### config.mk
export PLATFORM = sky130hd
export DESIGN_NAME = bp_update_queue
export DESIGN_NICKNAME = d
export VERILOG_FILES = /design/src/rtl/bp_update_queue_pkg.sv /design/src/rtl/bp_update_fifo.sv /design/src/rtl/bp_update_queue.sv
export SDC_FILE = /design/constraint.sdc
export NUM_CORES = 1
export LEC_CHECK = 0
export BUFFER_PORTS_ARGS = -buffer_cell sky130_fd_sc_hd__buf_4
export CAP_MARGIN = 20
export CORE_MARGIN = 2
export CORE_UTILIZATION = 30
export CTS_CLUSTER_DIAMETER = 30
export DETAILED_ROUTE_END_ITERATION = 8
export PLACE_DENSITY_LB_ADDON = 0.3
export SYNTH_ARGS = -nofsm -noshare
export SYNTH_HDL_FRONTEND = slang
export SYNTH_SLANG_ARGS = --single-unit
### constraint.sdc
create_clock -name clk_i -period 3.3 [get_ports clk_i]
set_input_delay 0.33 -clock clk_i [delete_from_list [all_inputs] [get_ports clk_i]]
set_output_delay 0.33 -clock clk_i [all_outputs]
set_load 0.005 [all_outputs]
### src/rtl/bp_update_queue_pkg.sv
// ============================================================================
//  Module  : bp_update_queue_pkg (with minimal config_pkg core-configuration)
//  Brief   : Shared types and helpers for the branch-predictor update queue.
//  Rev     : 1.0  initial release
// ============================================================================
`default_nettype none

package config_pkg;
    typedef struct packed {
        int unsigned VLEN;
    } cva6_cfg_t;

    localparam cva6_cfg_t cva6_cfg_empty = '{VLEN: 32'd32};
endpackage

package bp_update_queue_pkg;
    // Widest PC the queue entry can carry; narrower cores zero-extend.
    localparam int unsigned c_max_vlen = 64;

    typedef struct packed {
        logic [c_max_vlen-1:0] pc;
        logic                  taken;
    } bp_entry_t;

    // Storage width of one entry: fixed header plus the caller's metadata.
    function automatic int unsigned entry_width(input int unsigned meta_w);
        return $bits(bp_entry_t) + meta_w;
    endfunction
endpackage

`default_nettype wire

### src/rtl/bp_update_fifo.sv
// ============================================================================
//  Module  : bp_update_fifo
//  Brief   : Circular storage and pointers for the predictor update queue.
//  Rev     : 1.0  initial release
// ============================================================================
`default_nettype none

module bp_update_fifo
    import bp_update_queue_pkg::*;
#(
    parameter int unsigned WIDTH = 8,
    parameter int unsigned DEPTH = 8
) (
    input  logic                         clk,
    input  logic                         rst,
    input  logic                         i_flush,
    input  logic                         i_push,
    input  logic                         i_pop,
    input  logic [WIDTH-1:0]             i_wdata,
    output logic [WIDTH-1:0]             o_rdata,
    output logic [$clog2(DEPTH+1)-1:0]   o_count
);
    localparam int unsigned c_ptr_w = $clog2(DEPTH);
    localparam int unsigned c_cnt_w = $clog2(DEPTH+1);

    logic [WIDTH-1:0]   r_mem [DEPTH];
    logic [c_ptr_w-1:0] r_wr_ptr;
    logic [c_ptr_w-1:0] r_rd_ptr;
    logic [c_cnt_w-1:0] r_count;

    // Storage is left uninitialised; occupancy alone decides validity.
    always_ff @(posedge clk) begin
        if (i_push) begin
            r_mem[r_wr_ptr] <= i_wdata;
        end
    end

    always_ff @(posedge clk) begin
        if (rst || i_flush) begin
            r_wr_ptr <= '0;
            r_rd_ptr <= '0;
            r_count  <= '0;
        end else begin
            if (i_push) begin
                r_wr_ptr <= r_wr_ptr + 1'b1;
            end
            if (i_pop) begin
                r_rd_ptr <= r_rd_ptr + 1'b1;
            end
            case ({i_push, i_pop})
                2'b10:   r_count <= r_count + 1'b1;
                2'b01:   r_count <= r_count - 1'b1;
                default: r_count <= r_count;
            endcase
        end
    end

    assign o_rdata = r_mem[r_rd_ptr];
    assign o_count = r_count;

endmodule

`default_nettype wire

### src/rtl/bp_update_queue.sv
// ============================================================================
//  Module  : bp_update_queue
//  Brief   : Holds predicted branches until resolution, then emits training
//            updates. Optional counters under BP_UPDATE_QUEUE_STATS_EN.
//  Rev     : 1.0  initial release
// ============================================================================
`default_nettype none

module bp_update_queue
    import bp_update_queue_pkg::*;
#(
    parameter config_pkg::cva6_cfg_t CVA6Cfg = config_pkg::cva6_cfg_empty,
    parameter type bp_metadata_t = logic,
    parameter type bht_update_t  = logic,
    parameter int unsigned DEPTH = 8
) (
    input  logic                          clk_i,
    input  logic                          rst_i,
    input  logic                          flush_i,
    input  logic                          debug_mode_i,
    input  logic                          push_valid_i,
    output logic                          push_ready_o,
    input  logic [CVA6Cfg.VLEN-1:0]       push_pc_i,
    input  logic                          push_taken_i,
    input  bp_metadata_t                  push_meta_i,
    input  logic                          resolve_valid_i,
    input  logic                          resolve_taken_i,
    output bht_update_t                   bht_update_o,
    output logic                          mispredict_o,
    output logic                          underflow_o,
    output logic [$clog2(DEPTH+1)-1:0]    count_o
`ifdef BP_UPDATE_QUEUE_STATS_EN
    ,
    output logic [31:0]                   resolved_cnt_o,
    output logic [31:0]                   mispredict_cnt_o
`endif
);
    localparam int unsigned c_vlen    = CVA6Cfg.VLEN;
    localparam int unsigned c_meta_w  = $bits(bp_metadata_t);
    localparam int unsigned c_hdr_w   = $bits(bp_entry_t);
    localparam int unsigned c_entry_w = entry_width(c_meta_w);
    localparam int unsigned c_cnt_w   = $clog2(DEPTH+1);

    typedef struct packed {
        logic              valid;
        logic [c_vlen-1:0] pc;
        logic              taken;
        bp_metadata_t      metadata;
    } update_t;

    logic [c_cnt_w-1:0]   w_count;
    logic [c_entry_w-1:0] w_push_flat;
    logic [c_entry_w-1:0] w_head_flat;
    bp_entry_t            w_push_hdr;
    bp_entry_t            w_head_hdr;
    bp_metadata_t         w_head_meta;
    logic                 w_push;
    logic                 w_pop;
    logic                 w_underflow;
    logic                 w_train;

    update_t              r_upd;
    logic                 r_mispredict;
    logic                 r_underflow;

    assign push_ready_o = (w_count < c_cnt_w'(DEPTH));
    assign count_o      = w_count;

    // Flush wins over both push and resolve in the same cycle.
    assign w_push      = push_valid_i && push_ready_o && !flush_i;
    assign w_pop       = resolve_valid_i && (w_count != '0) && !flush_i;
    assign w_underflow = resolve_valid_i && (w_count == '0) && !flush_i;
    assign w_train     = w_pop && !debug_mode_i;

    always_comb begin
        w_push_hdr       = '0;
        w_push_hdr.pc    = c_max_vlen'(push_pc_i);
        w_push_hdr.taken = push_taken_i;
    end

    assign w_push_flat = {push_meta_i, w_push_hdr};
    assign w_head_hdr  = bp_entry_t'(w_head_flat[c_hdr_w-1:0]);
    assign w_head_meta = bp_metadata_t'(w_head_flat[c_entry_w-1:c_hdr_w]);

    generate
        if (c_vlen < c_max_vlen) begin : g_pc_trim
            logic w_pc_hi_unused;
            assign w_pc_hi_unused = ^w_head_hdr.pc[c_max_vlen-1:c_vlen];
        end
    endgenerate

    bp_update_fifo #(
        .WIDTH (c_entry_w),
        .DEPTH (DEPTH)
    ) u_fifo (
        .clk     (clk_i),
        .rst     (rst_i),
        .i_flush (flush_i),
        .i_push  (w_push),
        .i_pop   (w_pop),
        .i_wdata (w_push_flat),
        .o_rdata (w_head_flat),
        .o_count (w_count)
    );

    always_ff @(posedge clk_i) begin
        if (rst_i || flush_i) begin
            r_upd        <= '0;
            r_mispredict <= 1'b0;
            r_underflow  <= 1'b0;
        end else begin
            r_upd.valid <= w_train;
            if (w_pop) begin
                r_upd.pc       <= w_head_hdr.pc[c_vlen-1:0];
                r_upd.taken    <= resolve_taken_i;
                r_upd.metadata <= w_head_meta;
            end
            r_mispredict <= w_train && (w_head_hdr.taken ^ resolve_taken_i);
            r_underflow  <= w_underflow;
        end
    end

    // Field order of update_t matches the predictor's update struct.
    assign bht_update_o = bht_update_t'(r_upd);
    assign mispredict_o = r_mispredict;
    assign underflow_o  = r_underflow;

`ifdef BP_UPDATE_QUEUE_STATS_EN
    logic [31:0] r_resolved_cnt;
    logic [31:0] r_mispredict_cnt;

    // Statistics survive flushes; only reset clears them.
    always_ff @(posedge clk_i) begin
        if (rst_i) begin
            r_resolved_cnt   <= '0;
            r_mispredict_cnt <= '0;
        end else if (w_train) begin
            if (r_resolved_cnt != '1) begin
                r_resolved_cnt <= r_resolved_cnt + 32'd1;
            end
            if ((w_head_hdr.taken ^ resolve_taken_i) && (r_mispredict_cnt != '1)) begin
                r_mispredict_cnt <= r_mispredict_cnt + 32'd1;
            end
        end
    end

    assign resolved_cnt_o   = r_resolved_cnt;
    assign mispredict_cnt_o = r_mispredict_cnt;
`endif

endmodule

`default_nettype wire

==> results of run 1 <==
layer usage:
metal  vias to the layer above  wire length [µm]
met5                         -                 0
met3                         7                59
met1                       407              1100
met4                         0                87
li1                        461                 -
met2                        11              1170
cell families after synthesis:
logic type | count (synthesis) | share of synthesized area [%]
and+or+nand+nor | 47 | 17.8
DFF | 32 | 56.3
AOI/OAI and AO/OA | 11 | 5.19
muxes | 9 | 11.0
xor gates and xnor gates | 7 | 4.31
buffers and inverters | 7 | 1.93
adders and majority gates | 4 | 3.52
power groups by stage:
stage	registers (mW)	clock network [mW]	logic [mW]
floorplan	0.432	0	0.0229
global placement	0.432	0	0.0399
detailed placement	0.432	0	0.0412
CTS	0.424	0.313	0.0414
global route	0.424	0.326	0.0456
finish	0.424	0.302	0.0405
flip-flops by register name, indices dropped and copies added (netlist names), named ones only:
| name | flops |
|---|---|
| u_fifo.o_count | 4 |
| u_fifo.r_mem | 16 |
| bht_update_o | 1 |
| underflow_o | 1 |
| u_fifo.r_wr_ptr | 3 |
| mispredict_o | 1 |
| u_fifo.r_rd_ptr | 3 |
cells in the mapped netlist (all sizes together), types with 2 or more instances:
master,number
nor4b,3
xor2,4
inv,3
nor3,2
a21oi,4
ha,4
nand2,6
nand3,3
o21ai,3
clkbuf,3
xnor2,3
mux4,4
edfxtp,16
nor2,21
nand2b,5
mux2i,4
dfxtp,16
nor3b,3
cell type report:
cell class,instances,area (µm²),area share (%)
Inverter,3,11.3,0.668
Clock inverter,2,10.0,0.593
Multi-Input combinational cell,78,594,35.2
Sequential cell,32,801,47.5
Timing Repair Buffer,16,120,7.12
Tap cell,54,67.6,4.01
Clock buffer,6,82.6,4.90
critical path, stage by stage, from the launching register on:
cell and delay [ps]:
dfxtp_1 360, nor4_1 580, nor2_2 200, ha_1 330
xor2_1 170, ha_1 220, nor4b_1 250, a21oi_1 100
a311o_1 350, o21ai_0 60
per-stage QoR:
stage	cells	instance area, µm²	worst slack (ps)	util (%)
after global routing	191	1690	368	36.2
after CTS	191	1690	628	36.2
after global placement	183	1590	717	34.2
after floorplan	117	1420	917	-
after detailed placement	183	1590	652	34.2
final	191	1690	609	36.2
worst max path at each step:
stage                                    from                              to  slack (ps)  cells after the start
2_1_floorplan  u_fifo.o_count[1]$_SDFFE_PP0P_  u_fifo.o_count[2]$_SDFFE_PP0P_         920                     10
3_3_place_gp   u_fifo.o_count[1]$_SDFFE_PP0P_  u_fifo.o_count[2]$_SDFFE_PP0P_         720                      9
3_5_place_dp   u_fifo.o_count[1]$_SDFFE_PP0P_  u_fifo.o_count[2]$_SDFFE_PP0P_         650                      9
4_1_cts        u_fifo.o_count[1]$_SDFFE_PP0P_  u_fifo.o_count[2]$_SDFFE_PP0P_         630                      9
5_1_grt        u_fifo.o_count[1]$_SDFFE_PP0P_  u_fifo.o_count[2]$_SDFFE_PP0P_         370                      9
6_report       u_fifo.o_count[3]$_SDFFE_PP0P_  u_fifo.o_count[2]$_SDFFE_PP0P_         610                      9
==> flow_summary.ini, run 1 <==
[sta]
worstMarginPinSlew_ps = 607
final-hold-violation-count = 0
holdWs_ps = 212
slew_headroom_pct = 59.1
finalClockSkew_ps = 7.16
post-route-period-util_pct = 81.5
period_minus_slack_ps = 2690
rsz0062_at_grt = no
max_freq_mhz = 372
report.final.slew_viol_count = 0
setup_viol = 0
tns_ps = 0

[cts]
cts_tree = built
cts_setup_buffers = 0
clk_pin_slew_ps = 70
cts-root-buf = clkbuf_8
htree_levels = 2
cts_resized = 0
clk_latency_ps = 280
numCtsBuffers = 5
hold_buffers = 0
clock-sinks = 32
ctsLongestPathBuffers = 2

[setup_path]
ff2ff_path_depth = 9
reg2reg_from = u_fifo.o_count[3]$_SDFFE_PP0P_
crit_path_end_kind = flop
crit_type = flop to flop
worstPathMaxFanout = 7
start_kind = flop
cp.required_ps = 3520
cp.arrival_ps = 2910
rrSetupSlack_ps = 610
r2r-end = u_fifo.o_count[2]$_SDFFE_PP0P_

[route]
avgViaCountPerCell = 4.64
dr.pass1.iters = 4
first_iter_violations = 19
drc = 0
postRouteAntennaNets = 0
wl_um = 2430
dr_total_vias = 886
wl_per_cell_um = 12.7

[grt]
grtUsageMet1_pct = 11.7
met2_usage_pct = 16.5
grt.overflow.total = 0
antenna_found_initial = 0
grt-busiest-layer = met2
grt_usage_pct = 10.3
grt_use_met3_pct = 2.49
grt_max_degree = 16
grt_pass1_wl_um = 3950
grt_pass1_vias = 849

[layout]
fillers = 462
fin_nets = 181
mostFrequentLayoutCells = 20 x nor2_1, 16 x dfxtp_1, 16 x buf_4, 16 x edfxtp_1
antenna_cells = 0
final_common_cell = nor2_1
drive_gt1_share_pct = 21.9
area_growth_pct = 18.6

[pwr]
clkPwrFrac_pct = 39.4
power_density_nw_per_um2 = 454
leakagePower_nw = 0.611
switching_share_pct = 21.0
combPwrFrac_pct = 5.3
seqPwrFrac_pct = 55.3
p_int_uw = 605
vdd_drop_max_v = 0.000126
switchingPower_uw = 161
power.total_uw = 766

[synth]
ys_top_cells_by_area = edfxtp_1 34%, dfxtp_1 23%, mux4_1 7.4%
ys_seq_area_share_pct = 56.3
synthCells = 117
async_flop_share_pct = 0
synth_flop_cell = edfxtp_1
yosys.area.top_type = edfxtp_1
syn_avg_cell_area_um2 = 12.2
netlist_area_um2 = 1420
synth_edf_count = 16
synth.distinct_cells = 32
syn_nets = 162
yosysWarnings = 0
ys_ff_latch = 32
synth.top_cell.area_share_pct = 33.8

[run_status]
outcome = completed

[run]
drv_cap = 0

[floorplanning]
dieArea_um2 = 5310
num_io_pins = 49
die_h_um = 72.9
rows = 25
core_area_um2 = 4660
die_w_um = 72.9
initial_core_util_pct = 30.5

[placed_design]
place_congestion = 0.793
dp_hpwl_um = 1810
io_buffers = 16

[hold_path]
hold_class = input pin to flop
hold_path_end = mispredict_o$_SDFF_PP0_
whs_path_depth = 2
hp-start = debug_mode_i
No activity file was read; power rests on OpenSTA's default activity.
==> run 2, diff against run 1 <==
Clock period 3.3 ns to 2.7 ns, I/O delays scaled along.
==> run 2 against run 1 <==
Non-clock buffer count increased by 4; final cell count increased by 2.1%; first-iteration DRC count is 140% higher; critical path depth up 1; clock power increased by 30%; core utilization up 0.81 points; final area up 2.2%; largest power group unchanged.
==> flow_summary.ini, run 2 (synthesized netlist as in run 1, its figures left out) <==
[floorplanning]
initial_core_util_pct = 30.5
num_io_pins = 49
die_h_um = 72.9
rows = 25
die_w_um = 72.9
core_area_um2 = 4660
dieArea_um2 = 5310

[layout]
fin_nets = 185
antenna_cells = 0
top_register = u_fifo.r_mem
mostFrequentLayoutCells = 20 x nor2_1, 20 x buf_4, 16 x dfxtp_1, 16 x edfxtp_1, 7 x clkbuf_8
finalCoreUtilization_pct = 37.0
largest_reg_flops = 16
drive_gt1_share_pct = 23.4
area_growth_pct = 21.2

[pwr]
leakagePower_nw = 0.632
vdd_drop_max_v = 0.000177
seqPwrFrac_pct = 53.8
clkPwrFrac_pct = 40.7
power_density_nw_per_um2 = 558
switching_share_pct = 19.8
combPwrFrac_pct = 5.5
switchingPower_uw = 190
p_int_uw = 771

[placed_design]
io_buffers = 16
dp_hpwl_um = 1900
place_congestion = 0.822

[route]
avgViaCountPerCell = 4.72
wl_um = 2490
dr_total_vias = 921
dr.pass1.iters = 4
drc = 0
first_iter_violations = 46
postRouteAntennaNets = 0
wl_per_cell_um = 12.7

[sta]
tns_ps = 0
rsz0062_at_grt = no
worstMarginPinSlew_ps = 357
max_freq_mhz = 412
period_minus_slack_ps = 2430
setup_viol = 0
finalClockSkew_ps = 8.15
post-route-period-util_pct = 90.0
final-hold-violation-count = 0
holdWs_ps = 161
report.final.slew_viol_count = 0
slew_headroom_pct = 76.0

[setup_path]
critPathSlowestCell = dfxtp_1
cp.arrival_ps = 2630
crit_top_cell = ha_1
cpPeakStageDelay_ps = 360
crit_type = flop to flop
crit_path_end_kind = flop
start_kind = flop
cp.required_ps = 2900
worstPathMaxFanout = 7
cp_cell_sequence = nor4_1, buf_4, nor2_2, ha_1, xor2_1, ha_1, nor4b_1, a21oi_1, a311o_1, o21ai_0

[cts]
cts_setup_buffers = 0
htree_levels = 2
numCtsBuffers = 5
clk_latency_ps = 270
cts_resized = 0
clock-sinks = 32
clk_pin_slew_ps = 60
cts_tree = built
hold_buffers = 0
ctsLongestPathBuffers = 2
cts-root-buf = clkbuf_8

[grt]
grt_pass1_wl_um = 4160
grt.overflow.total = 0
grt_usage_pct = 10.4
antenna_found_initial = 0
grt_pass1_vias = 946
grt_max_degree = 16

[run]
drv_cap = 0

[hold_path]
hold_class = input pin to flop

[run_status]
outcome = completed
## run 2: changes by cell type in the layout (fill, tap and decap cells not counted)
cell      before  now
clkbuf_1       0    1
clkinv_2       2    0
clkbuf_8       6    7
buf_4         16   20
## run 2: worst max-delay path: cells and delay by family (launching register included)
family	cells	cell delay (ps)
buffers and inverters	1	180
DFF	1	360
AOI/OAI and AO/OA	3	530
and+or+nand+nor	3	640
adders and majority gates	2	490
xor gates and xnor gates	1	170
## run 2: final timing paths
kind	start	to	slack [ps]	cells after the start
worst min-delay path	debug_mode_i	mispredict_o$_SDFF_PP0_	160	2
worst min register to register	u_fifo.r_wr_ptr[1]$_SDFFE_PP0P_	u_fifo.r_wr_ptr[1]$_SDFFE_PP0P_	490	2
worst max-delay path	u_fifo.o_count[3]$_SDFFE_PP0P_	u_fifo.o_count[2]$_SDFFE_PP0P_	270	10
worst max register to register	u_fifo.o_count[3]$_SDFFE_PP0P_	u_fifo.o_count[2]$_SDFFE_PP0P_	270	10
## run 2: layer usage
metal	vias up	GRT usage, %	wire (µm)
met5	-	0	0
met4	0	4.53	24
met3	2	3.45	68
met2	13	18.2	1300
met1	437	11.4	1090
li1	469	-	-
## run 2: layout make-up
cell class,instances,area (µm²)
Timing Repair Buffer,20,150
Sequential cell,32,801
Multi-Input combinational cell,78,594
Inverter,3,11.3
Clock buffer,8,100
Tap cell,54,67.6
Fill cell,441,2940
## run 2: power by group through the flow
| stage | sequential, mW | clock (mW) | combinational, mW |
|---|---|---|---|
| 5_1_grt | 0.518 | 0.418 | 0.0591 |
| 3_5_place_dp | 0.528 | 0 | 0.0537 |
| 3_3_place_gp | 0.528 | 0 | 0.0519 |
| 6_report | 0.517 | 0.392 | 0.0528 |
| 4_1_cts | 0.517 | 0.401 | 0.0539 |
| 2_1_floorplan | 0.528 | 0 | 0.0280 |
## run 2: through the flow
stage / cell area, µm² / instances / power [mW] / worst slack, ps
after floorplan: 1420 / 117 / 0.556 / 317
after global placement: 1620 / 187 / 0.580 / 317
after detailed placement: 1620 / 187 / 0.582 / 291
after CTS: 1720 / 195 / 0.972 / 271
after global routing: 1720 / 195 / 0.995 / 97.5
final: 1720 / 195 / 0.962 / 270
==> run 3, diff against run 2 <==
Settings changed: CAP_MARGIN 20 to default.
Clock period 2.7 ns to 2.8 ns, I/O delays scaled along.
==> run 3 against run 2 <==
Worst setup slack improved by 8.0 ps; maximum frequency down 3.6%; register-to-register slack about the same; combinational power shrank 5.5%; power down 6.2%; flip-flop and latch count stayed put; wire length fell by 0.12%; critical path type unchanged.
==> flow_summary.ini, run 3 (synthesized netlist as in run 1, its figures left out) <==
[cts]
numCtsBuffers = 5
ctsLongestPathBuffers = 2
clock-sinks = 32
hold_buffers = 0
clk_pin_slew_ps = 70
cts_resized = 0
cts_setup_buffers = 0
cts-root-buf = clkbuf_8
htree_levels = 2
clk_latency_ps = 280
cts_tree = built

[layout]
fin_nets = 183
drive_gt1_share_pct = 21.6
final_common_cell = nor2_1
instances_no_fill = 193
fillers = 446
finalCoreUtilization_pct = 36.5
antenna_cells = 0
area_growth_pct = 19.4
largest_reg_flops = 16
mostFrequentLayoutCells = 20 x nor2_1, 18 x buf_4, 16 x dfxtp_1, 16 x edfxtp_1
top_register = u_fifo.r_mem

[setup_path]
cp.required_ps = 3010
start_kind = flop
crit_path_end_kind = flop
reg2reg_from = u_fifo.o_count[1]$_SDFFE_PP0P_
cp.arrival_ps = 2740
startpoint = u_fifo.o_count[1]$_SDFFE_PP0P_
crit_type = flop to flop
worstPathMaxFanout = 9

[route]
postRouteAntennaNets = 0
dr.pass1.iters = 3
dr_total_vias = 902
drc = 0
first_iter_violations = 39
avgViaCountPerCell = 4.67
wl_per_cell_um = 12.9
wl_um = 2480

[sta]
setup_viol = 0
slew_headroom_pct = 76.9
max_freq_mhz = 397
period_minus_slack_ps = 2520
report.final.slew_viol_count = 0
post-route-period-util_pct = 90.1
worstMarginPinSlew_ps = 344
finalClockSkew_ps = 7.92
holdWs_ps = 176
final-hold-violation-count = 0
tns_ps = 0
rsz0062_at_grt = no

[floorplanning]
rows = 25
initial_core_util_pct = 30.5
die_h_um = 72.9
num_io_pins = 49
core_area_um2 = 4660
dieArea_um2 = 5310
die_w_um = 72.9

[pwr]
leakagePower_nw = 0.615
vdd_drop_max_v = 0.000145
power.total_uw = 902
power_density_nw_per_um2 = 531

[run]
drv_cap = 0

[placed_design]
io_buffers = 16
dp_hpwl_um = 1870
place_congestion = 0.781
post-place-cells = 185

[hold_path]
hp-start = debug_mode_i
hold_class = input pin to flop

[grt]
antenna_found_initial = 0
grt_max_degree = 16
grt_pass1_vias = 894
grt_usage_pct = 10.5
grt.overflow.total = 0
grt_pass1_wl_um = 4220

[run_status]
outcome = completed
## run 3: path summary, 6_finish.rpt
kind,to,slack [ps],cells after the start
setup / recovery,u_fifo.o_count[2]$_SDFFE_PP0P_,280,10
setup reg to reg,u_fifo.o_count[2]$_SDFFE_PP0P_,280,10
hold / removal,mispredict_o$_SDFF_PP0_,180,2
hold reg to reg,u_fifo.r_wr_ptr[1]$_SDFFE_PP0P_,500,2
## run 3: critical path: stages, from the launching register on
cell     delay, ps
dfxtp_1        500
nor4_1         100
buf_4          150
nor2_2         270
ha_1           340
xor2_1         100
ha_1           220
nor4b_1        240
a21oi_1        100
a311o_1        360
o21ai_0         70
## run 3: per-layer routing
layer / GRT usage, % / wire length, µm / share of wire [%]
met5: 0 / 0 / 0
met4: 5.56 / 44 / 1.8
met3: 3.31 / 66 / 2.7
met2: 17.4 / 1270 / 51
met1: 12.2 / 1100 / 44
## run 3: cell type report
type / instances / area, µm² / area share [%]
Clock buffer: 8 / 90.1 / 5.30
Sequential cell: 32 / 801 / 47.1
Multi-Input combinational cell: 78 / 594 / 35.0
Inverter: 3 / 11.3 / 0.663
Tap cell: 54 / 67.6 / 3.98
Timing Repair Buffer: 18 / 135 / 7.95
## run 3: through the flow
stage | cell area [µm²] | setup slack, ps
2_1_floorplan | 1420 | 417
3_3_place_gp | 1610 | 353
5_1_grt | 1700 | 14.6
6_report | 1700 | 278
4_1_cts | 1700 | 257
3_5_place_dp | 1610 | 267
## run 3: where the power goes
part / leakage [nW] / total [mW] / internal [mW] / switching (mW)
clock network: 0.0455 / 0.353 / 0.200 / 0.153
logic: 0.295 / 0.0499 / 0.0237 / 0.0262
registers: 0.274 / 0.499 / 0.496 / 0.00365
